==> src/rtl/dma_reg_slave.sv <==
// Memory-mapped register slave for a simple DMA engine: eight word registers
// at BASE, a word-counting transfer engine, and a level interrupt.
module dma_reg_slave #(
  parameter logic [31:0] BASE = 32'h400
) (
  input  logic        clk,
  input  logic        rst_n,
  input  logic        wr_en,
  input  logic        rd_en,
  input  logic [31:0] addr,
  input  logic [31:0] wdata,
  output logic [31:0] rdata,
  output logic        irq
);

  typedef enum logic [1:0] {
    S_IDLE  = 2'b00,
    S_RUN   = 2'b01,
    S_DONE  = 2'b10,
    S_ERROR = 2'b11
  } state_t;

  localparam logic [2:0] R_INTR   = 3'd0;
  localparam logic [2:0] R_CTRL   = 3'd1;
  localparam logic [2:0] R_IOADDR = 3'd2;
  localparam logic [2:0] R_MEMADR = 3'd3;
  localparam logic [2:0] R_EXTRA  = 3'd4;
  localparam logic [2:0] R_STATUS = 3'd5;
  localparam logic [2:0] R_XCOUNT = 3'd6;
  localparam logic [2:0] R_ERR    = 3'd7;

  state_t      state_q, state_d;
  logic [15:0] intr_status_q, intr_status_d;
  logic [15:0] intr_mask_q, intr_mask_d;
  logic [14:0] w_count_q, w_count_d;
  logic        io_mem_q, io_mem_d;
  logic [31:0] io_addr_q, io_addr_d;
  logic [31:0] mem_addr_q, mem_addr_d;
  logic [31:0] extra_info_q, extra_info_d;
  logic [15:0] xfer_count_q, xfer_count_d;
  logic [2:0]  err_status_q, err_status_d;
  logic [31:0] rdata_q, rdata_d;

  logic [31:0] off;
  logic        hit;
  logic [2:0]  idx;
  logic        busy;
  logic [31:0] rd_val;
  logic [15:0] intr_set, intr_clr;
  logic [2:0]  err_set, err_clr;

  // Address decode and read mux, all from current register state so a
  // same-cycle write never leaks into the read data.
  always_comb begin
    off  = addr - BASE;
    hit  = (off[31:5] == 27'd0) && (off[1:0] == 2'b00);
    idx  = off[4:2];
    busy = (state_q == S_RUN);
    case (idx)
      R_INTR:   rd_val = {intr_mask_q, intr_status_q};
      R_CTRL:   rd_val = {15'd0, io_mem_q, w_count_q, 1'b0};
      R_IOADDR: rd_val = io_addr_q;
      R_MEMADR: rd_val = mem_addr_q;
      R_EXTRA:  rd_val = extra_info_q;
      R_STATUS: rd_val = {27'd0, state_q, (state_q == S_ERROR),
                          (state_q == S_DONE), busy};
      R_XCOUNT: rd_val = {16'd0, xfer_count_q};
      default:  rd_val = {29'd0, err_status_q};
    endcase
  end

  always_comb begin
    state_d      = state_q;
    intr_mask_d  = intr_mask_q;
    w_count_d    = w_count_q;
    io_mem_d     = io_mem_q;
    io_addr_d    = io_addr_q;
    mem_addr_d   = mem_addr_q;
    extra_info_d = extra_info_q;
    xfer_count_d = xfer_count_q;
    rdata_d      = rdata_q;
    intr_set     = '0;
    intr_clr     = '0;
    err_set      = '0;
    err_clr      = '0;

    if (busy) begin
      xfer_count_d = xfer_count_q + 16'd1;
      if ((xfer_count_q + 16'd1) == {1'b0, w_count_q}) begin
        state_d     = S_DONE;
        intr_set[0] = 1'b1;
      end
    end

    if (rd_en) begin
      rdata_d = hit ? rd_val : 32'd0;
      if (!hit) err_set[0] = 1'b1;
    end

    if (wr_en) begin
      if (!hit) begin
        err_set[0] = 1'b1;
      end else begin
        case (idx)
          R_INTR: begin
            intr_clr    = wdata[15:0];
            intr_mask_d = wdata[31:16];
          end
          R_CTRL: begin
            if (busy) begin
              err_set[1] = 1'b1;
            end else begin
              w_count_d = wdata[15:1];
              io_mem_d  = wdata[16];
              if (wdata[0]) begin
                if (wdata[15:1] != 15'd0) begin
                  state_d      = S_RUN;
                  xfer_count_d = 16'd0;
                end else begin
                  state_d     = S_ERROR;
                  err_set[2]  = 1'b1;
                  intr_set[1] = 1'b1;
                end
              end
            end
          end
          R_IOADDR: begin
            if (busy) err_set[1] = 1'b1;
            else      io_addr_d  = wdata;
          end
          R_MEMADR: begin
            if (busy) err_set[1] = 1'b1;
            else      mem_addr_d = wdata;
          end
          R_EXTRA:  extra_info_d = wdata;
          R_ERR:    err_clr      = wdata[2:0];
          default:  ;
        endcase
      end
    end

    // Hardware set takes priority over a simultaneous write-one-to-clear.
    intr_status_d = (intr_status_q & ~intr_clr) | intr_set;
    err_status_d  = (err_status_q & ~err_clr) | err_set;
  end

  always_ff @(posedge clk or negedge rst_n) begin
    if (!rst_n) begin
      state_q       <= S_IDLE;
      intr_status_q <= '0;
      intr_mask_q   <= '0;
      w_count_q     <= '0;
      io_mem_q      <= 1'b0;
      io_addr_q     <= '0;
      mem_addr_q    <= '0;
      extra_info_q  <= '0;
      xfer_count_q  <= '0;
      err_status_q  <= '0;
      rdata_q       <= '0;
    end else begin
      state_q       <= state_d;
      intr_status_q <= intr_status_d;
      intr_mask_q   <= intr_mask_d;
      w_count_q     <= w_count_d;
      io_mem_q      <= io_mem_d;
      io_addr_q     <= io_addr_d;
      mem_addr_q    <= mem_addr_d;
      extra_info_q  <= extra_info_d;
      xfer_count_q  <= xfer_count_d;
      err_status_q  <= err_status_d;
      rdata_q       <= rdata_d;
    end
  end

  assign rdata = rdata_q;
  assign irq   = |(intr_status_q & intr_mask_q);

endmodule

==> config.mk <==
export PLATFORM = sky130hd
export DESIGN_NAME = dma_reg_slave
export DESIGN_NICKNAME = d
export VERILOG_FILES = /design/src/rtl/dma_reg_slave.sv
export SDC_FILE = /design/constraint.sdc
export NUM_CORES = 1
export LEC_CHECK = 0
export ABC_AREA = 1
export CELL_PAD_IN_SITES_DETAIL_PLACEMENT = 1
export CELL_PAD_IN_SITES_GLOBAL_PLACEMENT = 1
export CORE_ASPECT_RATIO = 0.9
export CORE_MARGIN = 1
export CORE_UTILIZATION = 35
export DETAILED_ROUTE_END_ITERATION = 7
export DONT_BUFFER_PORTS = 1
export PLACE_DENSITY_LB_ADDON = 0.2
export SETUP_SLACK_MARGIN = 0.2
export SYNTH_ARGS = -nofsm -noshare
export SYNTH_HDL_FRONTEND = slang
export SYNTH_SLANG_ARGS = --single-unit
==> constraint.sdc <==
create_clock -name clk -period 3.35 [get_ports clk]
set_clock_uncertainty 0.15 [all_clocks]
set_input_delay 0.335 -clock clk [delete_from_list [all_inputs] [get_ports clk]]
set_output_delay 0.335 -clock clk [all_outputs]
set_load 0.005 [all_outputs]
=== Word level (Yosys, flattened, before mapping) ===
Cells that the tools add are included.

* Flip-flop bits (word level): 197
* Input port bits: 68
* Output and inout port bits: 33
* Word-level logic and storage cells: 82

* Add/subtract/negate cells: 2
* Equality and inequality tests: 11
* Mux-type cells: 38
* Bitwise operators: 8
* Reductions and logical operators: 12

{| class="wikitable"
|+ Operators with widths
! cell !! count
|-
| one-hot mux 32 bit (7 select lines) || 1
|-
| 2-to-1 mux 16 bit || 10
|-
| AND 16 bit || 2
|-
| 2-to-1 mux 32 bit || 1
|-
| subtractor 32 x 11 -> 32 bit (second input constant) || 1
|-
| zero test 27 bit || 1
|-
| 2-to-1 mux 2 bit || 9
|-
| adder 16 x 1 -> 16 bit (second input constant) || 1
|-
| == test 16 x 15 -> 1 bit || 1
|-
| NOT 16 bit || 1
|-
| bitwise OR 16 x 2 -> 16 bit || 1
|-
| OR reduction 16 bit || 1
|-
| nonzero test 15 bit || 1
|-
| 2-to-1 mux 1 bit || 13
|-
| == test 3 bit (second input constant) || 4
|-
| 2-to-1 mux 3 bit || 4
|-
| AND reduction 4 bit || 3
|-
| == test 3 x 2 -> 1 bit (second input constant) || 2
|-
| AND reduction 3 bit || 2
|-
| == test 2 bit (second input constant) || 2
|-
| AND 3 bit || 1
|-
| == test 3 x 1 -> 1 bit (second input constant) || 1
|-
| zero test 3 bit || 1
|-
| NOT 3 bit || 1
|-
| 6 further kinds || 6
|}

=== Logic depth before layout (Yosys ltp) ===
* Word-level depth: 9
* Mapped depth: 19
* Depth with buffers taken out: 17

=== Least setup slack after synthesis ===
No wires, ideal clock.

* Path kind: input port to flip-flop
* Start point: input port addr[10]
* End point: register intr_mask_q[11]
* Library setup time: 0.130 ns
* Data arrival time: 2.063 ns
* Path slack: 1.007 ns
* Stages: 17
* Path buffers: 2
* Cell sequence: inv_1 > ha_1 > nand3_2 > nor2_4 > nand2_2 > nand2_1 > nand2_1 > nor2_1 > nand2_1 > nor2_2 > nand2_2 > nor2_8 > nand2_2 > buf_6 > buf_6 > nand2_1 > o21ai_1

* Word-level cells in the longest chain between the ends: 4

{| class="wikitable"
|+ Ends and longest elaborated chain
! element !! line !! RTL
|-
| start, declared || 10 || <nowiki>input logic [31:0] addr,</nowiki>
|-
| subtractor 32 x 11 -> 32 bit || 55 || <nowiki>off = addr - BASE;</nowiki>
|-
| zero test 27 bit || 56 || <nowiki>hit = (off[31:5] == 27'd0) && (off[1:0] == 2'b00);</nowiki>
|-
| logical AND 1 bit || 56 ||
|-
| AND reduction 3 bit (no line) || -- ||
|-
| end signal, assigned || 163 || <nowiki>intr_mask_q <= intr_mask_d;</nowiki>
|-
| end, declared || 34 || <nowiki>logic [15:0] intr_mask_q, intr_mask_d;</nowiki>
|}

No other way between the ends.
A chain may end at the register's enable or synchronous reset.

=== Worst setup path after layout ===
* Start point: register xfer_count_q[1]
* End point: register state_q[0]

* Word-level cells in the longest chain between the ends: 9

{| class="wikitable"
|+ Ends and longest elaborated chain
! element !! line !! RTL
|-
| start, declared || 40 || <nowiki>logic [15:0] xfer_count_q, xfer_count_d;</nowiki>
|-
| start signal, assigned || 169 || <nowiki>xfer_count_q <= xfer_count_d;</nowiki>
|-
| adder 16 x 1 -> 16 bit * || 89 || <nowiki>if ((xfer_count_q + 16'd1) == {1'b0, w_count_q}) begin</nowiki>
|-
| == test 16 x 15 -> 1 bit * || 89 ||
|-
| 2-to-1 mux 2 bit * || 89 ||
|-
| 2-to-1 mux 2 bit * || 87 || <nowiki>if (busy) begin</nowiki>
|-
| 2-to-1 mux 2 bit || 115 || <nowiki>if (wdata[0]) begin</nowiki>
|-
| 2-to-1 mux 2 bit || 110 || <nowiki>if (busy) begin</nowiki>
|-
| 2-to-1 mux 2 bit || 104 || <nowiki>case (idx)</nowiki>
|-
| 2-to-1 mux 2 bit || 101 || <nowiki>if (!hit) begin</nowiki>
|-
| 2-to-1 mux 2 bit * || 100 || <nowiki>if (wr_en) begin</nowiki>
|-
| net state_d[0] || 32 || <nowiki>state_t state_q, state_d;</nowiki>
|-
| end signal, assigned || 161 || <nowiki>state_q <= state_d;</nowiki>
|-
| end, declared || 32 ||
|}

Mark *: on every way through the listed nets, which the timed path passes. The rest lies on a longest branch.

==> metrics.md <==
| Metric | Value |
|---|---|
| Initial antenna violation count | 0 |
| Area of the core | ~0.028 sq mm |
| Hold buffer count at CTS | 35 |
| Clock Path Buffers | 2 |
| PD cells | 412 mW/mm^2 |
| Yosys top cell area share | 0.489 |
| Largest fanout on the critical path | 5 |
| Layout cells sized above 1 | 0.0607 |
| Vias in the first global route | 9,276 |
| Area contributors post-synth | dfrtp_1 49%, nand2_1 15%, inv_1 5.9% |
| Post-synth EDFFs | 0 |
| Max rail drop VDD | 0.408 mV |
| Required @ worst endpoint | 3530 ps |
| Unrepaired setup endpoints after global routing | false |
| H-tree Lvls | 4 |
| Placer congestion estimate | 0.830 |
| NetSw | 1.10 mW |
| Slew headroom | 0.206 |
| Crit share post-route | 0.844 |
| Clock slew at reported path FFs | roughly 80 ps |
| # DRC | 0 |
| CTS Buf Count | 17 |
| Cell Rows | slightly below 60 |
| DR vias/cell | 5.33 |
| Tot GR Track Use | 0.233 |
| Sequential power share | 0.505 |
| Fin Hold WS | -580 ps |
| Setup TNS | 0 ps |
| Largest net degree at the start of global routing | 198 |
| Placed wire-length estimate | 22,800 um |
| Asr flop ratio synth | 1.00 |
| Max-cap violations | 0 |
| # setup viols final | 0 |
| Slew Limit Fails | 0 |
| Post-route cell area | 0.0114 sq mm |
| Nets@finish | 1,393 |
| Status | finished, violations left |
| Avg WL per Cell | 19.5 um |
| Overall die width | 181 um |
| Placed insts | around 1,600 |
| Min Tclk post-route | 2830 ps |
| Switching portion of total power | 0.233 |
| Count leader, synth | nand2_1 |
| Mapped Cells | 1,304 |
| Syn Nets | between 1,000 and 1,500 |
| Setup bufs post-CTS | 0 |
| Initial core utilization | 0.358 |
| Startpoint class of the critical path | flip-flop |
| CTS tree | built |
| Main flop type after synthesis | dfrtp_1 |
| Ys Warns | 0 |
| Failing checks | negative hold slack |
| CTS Root Cell | clkbuf_16 |
| Drt total wl | 33,100 um |
| Finished Core Util | 0.406 |
| Place WS | 382 ps |
| Die Span Y | 163 um |
| Setup Crit Path Kind | reg -> reg |
| DRT antenna net count | 0 |
| Drt first pass iters | 5 |
| DRT iter0 DRCs | 653 |
| Crit path from | xfer_count_q[1]$_DFF_PN0_ |
| Crit end category | flip-flop |
| Post-synthesis sequential area ratio | 0.489 |
| GRT overflow | 0 |
| Final hold vios | 197 |
| Synth Register Bits | roughly 200 |
| # port buffers | 0 |
| Boundary Pins | 101 |
| Via Count | a little over 9,000 |
| Placed cell areas | 0.0105 sq mm |
| Mean post-synth cell area | between 7 and 8 sq um |
| Worst r2r src | xfer_count_q[1]$_DFF_PN0_ |
| Largest area contributor in the netlist | dfrtp_1 |
| Synth Cell Area | 0.0101 sq mm |
| Hold WC Path Type | in -> async |
| Worst EP arrival | 3010 ps |
| Clock Sinks | 197 |
| Worst Max-Slew Pin Slew | ~1200 ps |
| Top cells by count, synth | 395 x nand2_1, 197 x dfrtp_1, 159 x inv_1 |
| Die Area | 0.0295 sq mm |
| Pleak | 5.45 nW |
| P_int | about 3.6 mW |
| Worst Slack Setup Final | 523 ps |
| Max frequency | 354 MHz |
| Final Non-Filler Cells | 1,696 |
| Combinational share of power | 0.046 |
| Clk_lat worst skew | between 400 and 500 ps |
| Part of the power in the clock network | 0.449 |
| First-pass GRT wire length | around 53,000 um |
| Distinct cells, synth | 36 |
| Syn-to-layout area delta | 13.3% |
==> sequential cells by signal (all words and copies together), names as in the netlist <==
signal and flops:
state_q 2, intr_mask_q 16, rdata 32, intr_status_q 16
extra_info_q 32, io_addr_q 32, err_status_q 3, w_count_q 15
xfer_count_q 16, mem_addr_q 32, io_mem_q 1
==> path summary, 6_finish.rpt <==
kind / to / slack [ps] / cells past startpoint
min in group clk: extra_info_q[12]$_DFFE_PN0P_ / 10 / 2
worst max-delay path: state_q[0]$_DFF_PN0_ / 520 / 14
worst min-delay path: xfer_count_q[6]$_DFF_PN0_ / -580 / 0
worst max register to register: state_q[0]$_DFF_PN0_ / 520 / 14
worst min register to register: err_status_q[1]$_DFF_PN0_ / 320 / 2
max in group asynchronous: extra_info_q[24]$_DFFE_PN0P_ / 3250 / 0
==> worst max-delay path: stages, from the launching register on <==
cell,delay [ps]
dfrtp_1,420
ha_1,220
nand2_1,110
nor2_1,340
nand2_1,140
nand3_1,100
nand2_1,50
nor2_1,150
nand2_1,70
nor2_1,150
nand2_1,60
nor2_1,300
nand4_1,250
nand4_1,130
nand2_1,60
==> power groups by stage <==
stage / logic [mW] / clock network (mW) / registers (mW)
final: 0.219 / 2.11 / 2.38
after detailed placement: 0.164 / 0 / 2.42
after CTS: 0.218 / 2.15 / 2.38
after floorplan: 0.114 / 0 / 2.42
after global routing: 0.240 / 2.23 / 2.38
after global placement: 0.162 / 0 / 2.42
==> final cells by class <==
| class | count | area, sq um |
|---|---|---|
| clock inverters | 10 | 121 |
| diodes | 1 | 2.50 |
| repair buffers | 56 | 543 |
| clock buffers | 21 | 470 |
| flip-flops and latches | 197 | 4930 |
| fillers | 3490 | 16700 |
| well taps | 360 | 450 |
| inverters | 163 | 612 |
| multi-input cells | 888 | 4300 |
==> per-layer routing <==
| layer | GRT usage | share of wire | vias to the layer above |
|---|---|---|---|
| met5 | 0 | 0 | - |
| met4 | 0.0562 | 0.014 | 0 |
| met3 | 0.0372 | 0.050 | 27 |
| met2 | 0.368 | 0.45 | 189 |
| met1 | 0.335 | 0.48 | 4498 |
| li1 | - | - | 4333 |
==> layout by cell type, fill, tap and decap left out, types with 2 or more instances in the layout <==
master         synthesis  final
inv_1                159    159
nor3_2                 0      2
clkinv_4               0      3
nor4_1                 3      3
a22o_1                17     17
o21ai_0               87     87
bufinv_16              0      2
a21oi_1                6      6
nor3_1                10      8
dlygate4sd3_1          0     34
a2111oi_0              4      4
clkbuf_8               0      3
buf_4                  0     19
inv_2                  2      2
xor2_1                 6      6
a221oi_1              23     23
o22ai_1               36     36
nor2_2                 5      6
clkinv_2               0      2
clkinv_1               2      2
o221ai_1               3      3
nand4_1               35     35
a211oi_1               6      6
buf_12                 0      3
nand2_2                8      8
a31oi_1                7      7
o2111ai_1              6      6
o21ai_2                6      6
o21a_1                 7      7
clkbuf_16              0     17
nand3_1               62     62
nand2_1              395    395
dfrtp_1              197    197
o21ai_1               42     42
ha_1                   2      2
inv_6                  0      2
nand3b_1               4      4
nor2_4                 2      2
nor2_1               101    100
nand3_2                2      2
==> through the flow <==
step | hold slack [ps] | total power [mW]
5_1_grt | -592 | 4.84
3_5_place_dp | -102 | 2.59
3_3_place_gp | -104 | 2.59
4_1_cts | -577 | 4.74
6_report | -580 | 4.71
2_1_floorplan | -111 | 2.54
==> cell families after synthesis <==
kind of cell | after synthesis | synth area share
simple gates | 628 | 0.261
compound gates | 251 | 0.156
buf+inv | 219 | 0.0858
flops | 197 | 0.489
xor+xnor | 7 | 0.00608
fa+ha+maj | 2 | 0.00248
==> timing repair <==
item,CTS,global route
hold endpoints to repair,357,197
endpoints found under the setup margin,0,1
gates resized for setup,0,1
Note: power is estimated with default switching activity, not from simulation.
